===== config.mk =====
export PLATFORM = sky130hd
export DESIGN_NAME = des_byte_serializer
export DESIGN_NICKNAME = d
export VERILOG_FILES = /design/src/rtl/des_byte_serializer.sv
export SDC_FILE = /design/constraint.sdc
export NUM_CORES = 1
export LEC_CHECK = 0
export BUFFER_PORTS_ARGS = -buffer_cell sky130_fd_sc_hd__buf_2
export CAP_MARGIN = 40
export CORE_MARGIN = 2
export CORE_UTILIZATION = 50
export CTS_CLUSTER_DIAMETER = 120
export CTS_CLUSTER_SIZE = 20
export DETAILED_ROUTE_END_ITERATION = 6
export PLACE_DENSITY = 0.72
export SETUP_SLACK_MARGIN = 0.5
export SLEW_MARGIN = 20
export SYNTH_ARGS = -nofsm -noshare
export SYNTH_HDL_FRONTEND = slang
export SYNTH_SLANG_ARGS = --single-unit

===== constraint.sdc =====
create_clock -name clk_i -period 4.5 [get_ports clk_i]
set_input_delay 0.225 -clock clk_i [delete_from_list [all_inputs] [get_ports clk_i]]
set_output_delay 0.225 -clock clk_i [all_outputs]
set_load 0.02 [all_outputs]

===== src/rtl/des_byte_serializer.sv =====
// des_byte_serializer: buffers 64-bit DES output blocks and streams them out
// MSB-first as bytes over a valid/accept handshake. Blocks that arrive while
// the buffer is full (and no pop happens on the same edge) are dropped and
// latched in a sticky overflow flag.
module des_byte_serializer #(
  parameter int DEPTH = 4
) (
  input  logic                     clk_i,
  input  logic                     reset_i,
  input  logic [0:63]              data_i,
  input  logic                     valid_i,
  output logic [7:0]               data_o,
  output logic                     valid_o,
  input  logic                     accept_i,
  output logic [$clog2(DEPTH):0]   level_o,
  output logic                     overflow_o
);

  localparam int AW = $clog2(DEPTH);
  localparam int LW = AW + 1;
  localparam logic [AW-1:0] PTR_ONE   = AW'(1);
  localparam logic [LW-1:0] LVL_ONE   = LW'(1);
  localparam logic [LW-1:0] LVL_ZERO  = LW'(0);
  localparam logic [LW-1:0] LVL_FULL  = LW'(DEPTH);

  // Block storage; index 63 holds bit 0 (the MSB) of the incoming block.
  logic [63:0]   mem_r [DEPTH];
  logic [AW-1:0] head_r;
  logic [AW-1:0] tail_r;
  logic [LW-1:0] level_r;
  logic [2:0]    k_r;
  logic          overflow_r;

  logic          non_empty_s;
  logic          full_s;
  logic          xfer_s;
  logic          pop_s;
  logic          wr_s;
  logic          drop_s;
  logic [63:0]   head_word_s;
  logic [63:0]   shifted_s;
  logic [7:0]    byte_s;

  // Handshake decode, write/drop decision and head-byte selection.
  always_comb begin
    non_empty_s = (level_r != LVL_ZERO);
    full_s      = (level_r == LVL_FULL);
    xfer_s      = non_empty_s & accept_i;
    pop_s       = xfer_s & (k_r == 3'd7);
    // A full buffer still takes a block when the head is leaving on this edge.
    wr_s        = valid_i & (~full_s | pop_s);
    drop_s      = valid_i & full_s & ~pop_s;
    head_word_s = mem_r[head_r];
    shifted_s   = head_word_s << {k_r, 3'b000};
    if (non_empty_s) begin
      byte_s = shifted_s[63:56];
    end else begin
      byte_s = 8'h00;
    end
  end

  // Storage write; the array itself carries no reset.
  always_ff @(posedge clk_i) begin
    if (wr_s && reset_i) begin
      mem_r[tail_r] <= data_i;
    end
  end

  // Pointers, occupancy, byte index and sticky overflow.
  always_ff @(posedge clk_i or negedge reset_i) begin
    if (!reset_i) begin
      head_r     <= {AW{1'b0}};
      tail_r     <= {AW{1'b0}};
      level_r    <= LVL_ZERO;
      k_r        <= 3'd0;
      overflow_r <= 1'b0;
    end else begin
      if (wr_s) begin
        tail_r <= tail_r + PTR_ONE;
      end
      if (pop_s) begin
        head_r <= head_r + PTR_ONE;
      end
      // k wraps from 7 to 0 naturally in three bits.
      if (xfer_s) begin
        k_r <= k_r + 3'd1;
      end
      case ({wr_s, pop_s})
        2'b10:   level_r <= level_r + LVL_ONE;
        2'b01:   level_r <= level_r - LVL_ONE;
        default: level_r <= level_r;
      endcase
      if (drop_s) begin
        overflow_r <= 1'b1;
      end
    end
  end

  assign data_o     = byte_s;
  assign valid_o    = non_empty_s;
  assign level_o    = level_r;
  assign overflow_o = overflow_r;

endmodule


Word-level counts from Yosys, hierarchy flattened
Memories as Yosys holds them, arrays and structs flattened.
Cells that the tools add are included.
{"block": "word_totals", "register_bits": 11, "mem_bits_rw": 256, "out_inout_bits": 13, "mem_count": 1}
{"name": "mem_r", "words": 4, "width": 64, "read_ports": 1, "rd_ports_with_merged_regs": 0, "wr": 1, "line": "27", "text": "logic [63:0] mem_r [DEPTH];"}
{"block": "op_classes", "add_sub_neg": 5, "eq_ne": 4, "shifts": 1, "n_mux": 4, "bitwise_logic": 8, "n_reduce_logical": 3}
{"op": "64-bit by 6-bit << shifter with 64-bit output", "count": 1}
{"op": "8-bit 2-to-1 mux", "count": 1}
{"op": "3-bit by 1-bit adder with 3-bit output (second input constant)", "count": 2}
{"op": "3-bit == test (second input constant)", "count": 2}
{"op": "3-bit case mux with 2 select lines", "count": 1}
{"op": "1-bit bitwise AND", "count": 5}
{"op": "2-bit by 1-bit adder with 2-bit output (second input constant)", "count": 2}
{"op": "3-bit nonzero test", "count": 1}
{"op": "3-bit by 1-bit subtractor with 3-bit output (second input constant)", "count": 1}
{"op": "2-bit by 1-bit == test with 1-bit output (second input constant)", "count": 1}
{"op": "2-bit == test (second input constant)", "count": 1}
{"op": "1-bit 2-to-1 mux", "count": 2}
{"op": "1-bit inverter", "count": 2}
{"op": "2-bit nonzero test", "count": 1}
{"op": "1-bit logical AND", "count": 1}
{"op": "1-bit OR", "count": 1}

Logic depth before layout (Yosys ltp)
Gate-level depths: netlist (run 1).
{"block": "depth", "word_depth": 8, "mapped_depth": 9, "mapped_depth_nobuf": 9}

Worst setup path after synthesis (run 1)
OpenSTA, ideal clock, no wires.
{"block": "synth_timing", "path_type": "register to register", "from": "register k_r[0]", "to": "memory mem_r[1][0] (enable)", "setup_time_ns": 0.429, "arrival_ns": 2.920, "setup_slack_ns": 1.151, "path_stages_with_launch": 6, "path_cell_list": "dfrtp_1 -> ha_1 -> ha_1 -> nand2_1 -> a31oi_1 -> and3_1"}
{"block": "synth_via", "elab_chain_len": 7}
{"element": "start: declaration", "line": "31", "text": "logic [2:0] k_r;"}
{"element": "start signal: assignment", "line": "86", "text": "k_r <= k_r + 3'd1;"}
{"element": "3-bit == test", "line": "49", "text": "pop_s = xfer_s & (k_r == 3'd7);"}
{"element": "1-bit bitwise AND", "line": "49"}
{"element": "1-bit OR", "line": "51", "text": "wr_s = valid_i & (~full_s | pop_s);"}
{"element": "1-bit bitwise AND", "line": "51"}
{"element": "1-bit logical AND", "line": "64", "text": "if (wr_s && reset_i) begin"}
{"element": "1-bit 2-to-1 mux", "line": "64"}
{"element": "1-bit 2-to-1 mux (implied by the code)", "line": "65", "text": "mem_r[tail_r] <= data_i;"}
{"element": "end: declaration", "line": "27"}
Every way passes these cells.

Worst setup path in the final report (run 1)
{"block": "layout_timing", "from": "register head_r[0]", "to": "output data_o[7]"}
{"block": "layout_via", "elab_chain_len": 3}
{"element": "start: declaration", "line": "28", "text": "logic [AW-1:0] head_r;"}
{"element": "start signal: assignment", "line": "72", "text": "head_r <= {AW{1'b0}};"}
{"element": "start signal: assignment", "line": "82", "text": "head_r <= head_r + PTR_ONE;"}
{"element": "memory 4 x 64 bit"}
{"element": "64-bit by 6-bit << shifter with 64-bit output", "line": "54", "text": "shifted_s = head_word_s << {k_r, 3'b000};"}
{"element": "8-bit 2-to-1 mux", "line": "55", "text": "if (non_empty_s) begin"}
{"element": "end: declaration", "line": "12", "text": "output logic [7:0] data_o,"}
Every way passes these cells.

==> out/metrics.csv, run 1 <==
stage;metric;value;unit
run_status;status;complete, no violations;
timing;Slew @ Worst Pin;800;ps
final_layout;final std cell area, no fill;0.0124;mm2
routing;via count;5203;
logic_synthesis;Post-synth top cells;edfxtp_1, mux2i_1, mux4_1;
timing;Clock Skews;17.3;ps
timing;final worst path period need;3210;ps
power;Seq pwr share;46.7;%
worst_setup_path;Startpoint Class;flop;
logic_synthesis;mean area per synthesized cell;22.2;um2
clocking;H-tree depth;1;
worst_setup_path;CP max FO;39;
routing;routed wire length;20.4;mm
logic_synthesis;Post-synth ARST share;4.12;%
global_routing;vias in the first global route;5500;
worst_setup_path;Worst EP arrival;2980;ps
routing;ANT nets after route;0;
floorplan;die area;0.0223;mm2
clocking;TritonCTS clock tree;built;
routing;drt pass-1 iters;5;
worst_hold_path;hold path start;valid_i;
logic_synthesis;Yosys top cell by area;edfxtp_1;
final_layout;fill count;1504;
power;Combinational Power Share;31.8;%
placed_design;Port Buffer Count;80;
timing;Peak Freq;312;MHz
floorplan;Die Span Y;149;um
logic_synthesis;Distinct cells, synth;37;
floorplan;Rows;53;
clocking;Sink Count;267;
flow_run;max cap viols;0;
timing;RSZ-0062 raised after global routing;no;
logic_synthesis;Seq/Total Area, Yosys;75.3;%
global_routing;GRT Residual Overflow;0;
final_layout;nets;696;
placed_design;placed instance area;0.0113;mm2
worst_setup_path;Worst setup startpoint;head_r[0];
power;VDD IR max;0.393;mV
floorplan;core area;0.0209;mm2
placed_design;global placement routability congestion;0.759;
worst_setup_path;crit-path cells;buf_16, mux4_2, mux2i_1, a221o_1, a31oi_1, buf_2;
floorplan;initial core utilization;50.6;%
placed_design;HPWL Detailed;12.5;mm
final_layout;non-filler cells, final;908;
worst_setup_path;Crit path required time;4280;ps
worst_hold_path;Hold Path Class;input port to flop;
logic_synthesis;Ys Warns;0;
timing;Final Hold Fails;0;
floorplan;IO Pins;81;
clocking;CTS clk-pin slew, worst paths;80;ps
placed_design;placed cell count;812;
clocking;total CTS buffers;17;
timing;Final Slew Violations;0;
logic_synthesis;register bit total from synthesis;267;
final_layout;register area;0.00797;mm2
global_routing;initial antenna violation count;1;
worst_setup_path;Crit Path Category;flop to primary output;
worst_setup_path;Setup crit end kind;primary output;
logic_synthesis;most frequent cell after synthesis;edfxtp_1;
power;static leakage;4.23;nW
worst_setup_path;Slowest Stage Delay on Critical Path;700;ps
clocking;clock insertion delay at the later pin of the skew report;500;ps
timing;setup violators final;0;
power;Clk network pwr share;21.5;%
final_layout;layout cells sized above 1;22.6;%
power;Sw Ratio;31.6;%
final_layout;Multi-input gate area;0.00236;mm2
clocking;# Post-CTS Setup Buffers;0;
clocking;Clk Tree Root Cell;clkbuf_16;
worst_setup_path;Crit-path slowest cell;dfrtp_4;
timing;post-route clock period utilization;71.2;%
routing;DR iter-0 viols;493;
floorplan;die width;149;um
clocking;Clock Tree Buf Depth;3;
power;Net Switching;2.20;mW
worst_setup_path;worst r2r src;k_r[1];
final_layout;area grow syn2layout;17.3;%
routing;routed len/inst;22.5;um
logic_synthesis;Synth Cell Area;0.0106;mm2
logic_synthesis;Post-synth EDFFs;256;
logic_synthesis;Yosys top cell area share;72.7;%
routing;DRC;0;
power;P per Cell Area;560;mW/mm2
global_routing;first-pass GRT wire length;31.6;mm
logic_synthesis;net count after synthesis;551;
timing;Setup Total Neg Slack;0;ps
timing;relative slew slack;46.4;%
logic_synthesis;ranking of synthesized cells by area;edfxtp_1, mux4_1, mux4_2;
logic_synthesis;Most used DFF post-synth;edfxtp_1;
routing;vias per inst;5.73;
global_routing;largest net degree at the start of global routing;46;
power;P_int;4.75;mW
logic_synthesis;Post-Syn Instances;476;
global_routing;gr usage total;19.0;%
-- layer usage --
| metal | GRT usage (%) | routed length, um |
|---|---|---|
| met3 | 3.75 | 1160 |
| met1 | 25.7 | 8530 |
| met5 | 0 | 0 |
| met4 | 3.90 | 345 |
| met2 | 32.5 | 10400 |
-- final timing paths --
path	end	slack, ps	cells past startpoint
min in group asynchronous	k_r[2]	150	2
max in group asynchronous	head_r[0]	4080	2
hold reg to reg	overflow_o	480	1
hold / removal	overflow_o	100	2
setup reg to reg	mem_r[0][59]	1340	6
setup / recovery	data_o[7]	1290	6
-- power groups by stage --
stage | logic [mW] | registers, mW | clock network [mW]
after floorplan | 1.68 | 3.17 | 0
after global placement | 1.94 | 3.40 | 0
after detailed placement | 2.17 | 3.30 | 0
after CTS | 2.22 | 3.24 | 1.52
after global routing | 2.37 | 3.28 | 1.60
final | 2.21 | 3.24 | 1.49
-- critical path, delay by kind of cell, from the launching register on --
kind                   cells  cell delay (ps)
DFF                        1              700
AOI/OAI and AO/OA          2              370
buffers and inverters      2              540
muxes                      2              840
-- cell families (layout without fill, tap and decap cells) --
logic type | Yosys count | count (layout) | synth area share (%)
AO/OA/AOI/OAI | 50 | 50 | 3.51
buffers and inverters | 34 | 190 | 2.44
multiplexers | 91 | 91 | 16.3
AND/OR/NAND/NOR | 20 | 20 | 0.994
adder cells (fa/ha/maj) | 7 | 7 | 0.899
XOR/XNOR | 7 | 7 | 0.580
other | 0 | 1 | 0
flip-flops | 267 | 267 | 75.3
-- registers in the layout, indices dropped and copies added (netlist names) --
name,flops
head_r,2
overflow_o,1
level_o,3
k_r,3
tail_r,2
mem_r,256
-- layout by cell type (no fill, tap or decap), drive strengths merged --
cell,instances
nor3,2
clkbuf,28
o21ai,10
o311a,1
ha,6
a31oi,9
dlygate4sd3,65
and3,5
and2,1
dfrtp,11
mux4,56
diode,1
inv,9
a221o,8
nand2,4
a221oi,8
a41o,1
buf,87
a2bb2oi,1
edfxtp,256
nor2,5
xnor2,5
a22oi,9
a21oi,2
mux2,2
clkinv,1
xor2,2
nor2b,3
mux2i,33
a2111oi,1
fa,1
-- final cells by class --
class / count / share of cell area (%)
Antenna cell: 1 / 0.0202
Clock buffer: 28 / 3.76
Clock inverter: 2 / 0.202
Inverter: 8 / 0.242
Multi-Input combinational cell: 175 / 19.0
Sequential cell: 267 / 64.2
Tap cell: 275 / 2.77
Timing Repair Buffer: 152 / 9.72
-- repair_timing --
action                                  4_1_cts  5_1_grt
gates resized for setup                       0        0
endpoints found under the setup margin        0        0
hold buffers                                 65        0
endpoints found under the hold margin       267        0
-- metrics by stage --
step                setup WS (ps)  hold WS [ps]  power (mW)  utilization, %
global placement             1450           124        5.33            53.6
CTS                          1250          80.4        6.98            59.4
floorplan                    1150         -70.6        4.85               -
detailed placement           1330           130        5.47            53.9
global route                 1050           109        7.25            59.4
finish                       1290          99.8        6.94            59.4
Note: power is estimated with default switching activity, not from simulation.
==> run 2, diff against run 1 <==
--- a/config.mk
+++ b/config.mk
@@ -12,7 +12,7 @@
 export CTS_CLUSTER_DIAMETER = 120
 export CTS_CLUSTER_SIZE = 20
 export DETAILED_ROUTE_END_ITERATION = 6
-export PLACE_DENSITY = 0.72
+export PLACE_DENSITY = 0.75
 export SETUP_SLACK_MARGIN = 0.5
 export SLEW_MARGIN = 20
 export SYNTH_ARGS = -nofsm -noshare
==> constraint.sdc (replaced) <==
create_clock -name clk_i -period 2.86 [get_ports clk_i]
set_input_delay 0.143 -clock clk_i [delete_from_list [all_inputs] [get_ports clk_i]]
set_output_delay 0.143 -clock clk_i [all_outputs]
set_load 0.02 [all_outputs]
==> run 2 against run 1 <==
  * Core utilization grew 2.8 points
  * Largest cell class unchanged
  * Highest routed layer unchanged
  * Clock-buffer cell count is the same
  * Worst setup slack lost 1200 ps
  * Final cell count grew 3.0%
  * Critical path depth grew 1
==> out/metrics.csv, run 2 (synthesis gave the netlist of run 1 again) <==
stage;metric;value;unit;change
final_layout;layout cells sized above 1;29.8;%;was 22.6%
routing;DRC;0;;unchanged
timing;post-route clock period utilization;95.4;%;
global_routing;vias in the first global route;5604;;was 5500
routing;routed wire length;21.9;mm;was 20.4 mm
floorplan;IO Pins;81;;unchanged
worst_setup_path;Slowest Stage Delay on Critical Path;570;ps;was 700 ps
power;VDD IR max;0.851;mV;was 0.393 mV
global_routing;largest net degree at the start of global routing;65;;was 46
floorplan;die width;149;um;unchanged
placed_design;global placement routability congestion;0.741;;was 0.759
final_layout;max reg flops;256;;unchanged
clocking;CTS clk-pin slew, worst paths;80;ps;about the same
global_routing;GRT Residual Overflow;0;;unchanged
worst_setup_path;worst r2r src;k_r[0];;was k_r[1]
timing;RSZ-0062 raised after global routing;yes;;was no
power;P per Cell Area;908;mW/mm2;was 560 mW/mm2
global_routing;first-pass GRT wire length;31.8;mm;was 31.6 mm
final_layout;fill count;1421;;was 1504
timing;Final Hold Fails;0;;unchanged
clocking;total CTS buffers;17;;unchanged
worst_setup_path;Crit-path slowest cell;dfrtp_4;;unchanged
timing;relative slew slack;57.3;%;was 46.4%
flow_run;max cap viols;0;;unchanged
worst_setup_path;Crit Path Category;flop to primary output;;unchanged
routing;DR WL met3;1.35;mm;was 1.16 mm
power;static leakage;4.43;nW;was 4.23 nW
floorplan;die area;0.0223;mm2;unchanged
routing;vias per inst;5.73;;about the same
worst_setup_path;FF-to-FF End;mem_r[0][51];;was mem_r[0][59]
floorplan;core area;0.0209;mm2;unchanged
timing;Final Slew Violations;0;;unchanged
placed_design;placed cell count;820;;was 812
routing;routed len/inst;23.4;um;was 22.5 um
timing;Setup Total Neg Slack;0;ps;unchanged
final_layout;Largest Register;mem_r;;unchanged
routing;drt pass-1 iters;5;;unchanged
final_layout;most frequent cells in the layout;edfxtp_1, buf_2, dlygate4sd3_1, mux2i_1, mux4_2;;was edfxtp_1, buf_2, dlygate4sd3_1, mux2i_1, mux4_1
floorplan;Rows;53;;unchanged
worst_setup_path;crit-path cells;buf_12, buf_16, mux4_2, mux2i_1, a221o_1, a31oi_2, buf_4;;was buf_16, mux4_2, mux2i_1, a221o_1, a31oi_1, buf_2
run_status;status;complete, no violations;;unchanged
routing;DR iter-0 viols;494;;was 493
final_layout;area grow syn2layout;22.7;%;was 17.3%
timing;Peak Freq;366;MHz;
worst_setup_path;Startpoint Class;flop;;unchanged
clocking;H-tree depth;1;;unchanged
placed_design;dpl ws;414;ps;was 1330 ps
worst_setup_path;Critical path destination;data_o[6];;was data_o[7]
worst_setup_path;cells on worst reg2reg path;8;;was 6
worst_setup_path;Crit path required time;2720;ps;was 4280 ps
worst_setup_path;Worst setup startpoint;head_r[0];;unchanged
clocking;clock insertion delay at the later pin of the skew report;500;ps;about the same
worst_setup_path;Setup crit end kind;primary output;;unchanged
routing;Met1 Wirelength;9.15;mm;was 8.53 mm
routing;met2 wire length;11.1;mm;was 10.4 mm
timing;Slew @ Worst Pin;640;ps;was 800 ps
final_layout;nets;724;;was 696
power;total power;11.8;mW;was 6.94 mW
worst_setup_path;CP max FO;7;;was 39
clocking;Clk Tree Root Cell;clkbuf_16;;unchanged
final_layout;most common cell after layout, fill and taps aside;edfxtp_1;;unchanged
timing;setup violators final;0;;unchanged
timing;worst setup margin;130;ps;was 1290 ps
clocking;Sink Count;267;;unchanged
final_layout;non-filler cells, final;935;;was 908
final_layout;antenna cells;0;;was 1
worst_setup_path;Worst EP arrival;2590;ps;was 2980 ps
placed_design;HPWL Detailed;12.3;mm;was 12.5 mm
floorplan;initial core utilization;50.6;%;unchanged
clocking;TritonCTS clock tree;built;;unchanged
floorplan;Die Span Y;149;um;unchanged
clocking;Clock Tree Buf Depth;3;;unchanged
routing;ANT nets after route;0;;unchanged
placed_design;Port Buffer Count;80;;unchanged
worst_hold_path;Hold Path Class;input port to flop;;unchanged
timing;final worst path period need;2730;ps;
routing;via count;5362;;was 5203
worst_setup_path;reg-to-reg slack, setup;560;ps;was 1340 ps
global_routing;initial antenna violation count;0;;was 1
global_routing;gr usage total;19.2;%;was 19.0%
routing;highest routed metal layer;met4;;unchanged
timing;Clock Skews;22.2;ps;was 17.3 ps
==> run 2: cell types whose count changed in the layout (fill, tap and decap cells not counted), moves of 3 or more <==
cell | previous run | this run
buf_6 | 0 | 6
a31oi_1 | 9 | 1
a31oi_4 | 0 | 3
a31oi_2 | 0 | 5
buf_16 | 2 | 5
clkbuf_16 | 17 | 22
buf_4 | 0 | 19
buf_2 | 80 | 73
a22oi_1 | 9 | 6
a22oi_2 | 0 | 3
mux4_2 | 27 | 30
mux4_1 | 29 | 26
==> run 2: worst min path at each step <==
stage | startpoint | depth (start not counted) | slack (ps) | endpoint
finish | accept_i | 3 | 50 | k_r[0]
CTS | accept_i | 3 | 30 | k_r[0]
global placement | reset_i | 1 | 40 | overflow_o
global route | accept_i | 3 | 70 | k_r[0]
detailed placement | reset_i | 1 | 50 | overflow_o
floorplan | reset_i | 0 | -150 | head_r[0]
==> run 2: worst max-delay path: cells and delay by family (launching register included) <==
| kind | cells | cell delay, ps |
|---|---|---|
| multiplexers | 2 | 420 |
| buffers and inverters | 3 | 490 |
| flip-flops | 1 | 570 |
| AO/OA/AOI/OAI | 2 | 630 |
==> run 2: layout make-up <==
| class | instances | area, um2 | area share, % |
|---|---|---|---|
| multi-input cells | 175 | 2520 | 19.4 |
| clock buffers | 28 | 467 | 3.59 |
| flip-flops and latches | 267 | 7970 | 61.4 |
| repair buffers | 180 | 1620 | 12.5 |
| clock inverters | 2 | 25.0 | 0.193 |
| well taps | 275 | 344 | 2.65 |
| inverters | 8 | 32.5 | 0.251 |
==> run 2: where the power goes <==
part	internal (mW)	leakage (nW)	switching (mW)
clock network	1.14	0.234	1.19
logic	2.12	1.75	2.36
registers	4.77	2.44	0.211
total	8.02	4.43	3.77
==> run 2: metrics by stage <==
stage          cell area, um2  hold WS, ps  utilization (%)
2_1_floorplan           10600         -153                -
3_3_place_gp            11300         44.0             54.2
3_5_place_dp            11300         49.0             54.2
4_1_cts                 12700         31.3             60.9
5_1_grt                 13000         70.9             62.2
6_report                13000         52.0             62.2
==> run 2: what timing repair did <==
| action | in CTS | in global routing |
|---|---|---|
| hold buffers | 66 | 0 |
| resized for setup | 38 | 20 |
| hold endpoints to repair | 268 | 0 |
| setup endpoints to repair | 180 | 201 |
| gates cloned | 2 | 6 |
| buffers inserted | 9 | 2 |
| pin swaps | 5 | 5 |
==> run 2: per-layer routing <==
| metal | global-route usage [%] | vias to the layer above |
|---|---|---|
| li1 | - | 2378 |
| met4 | 3.52 | 0 |
| met5 | 0 | - |
| met2 | 33.9 | 184 |
| met1 | 25.4 | 2779 |
| met3 | 3.35 | 21 |
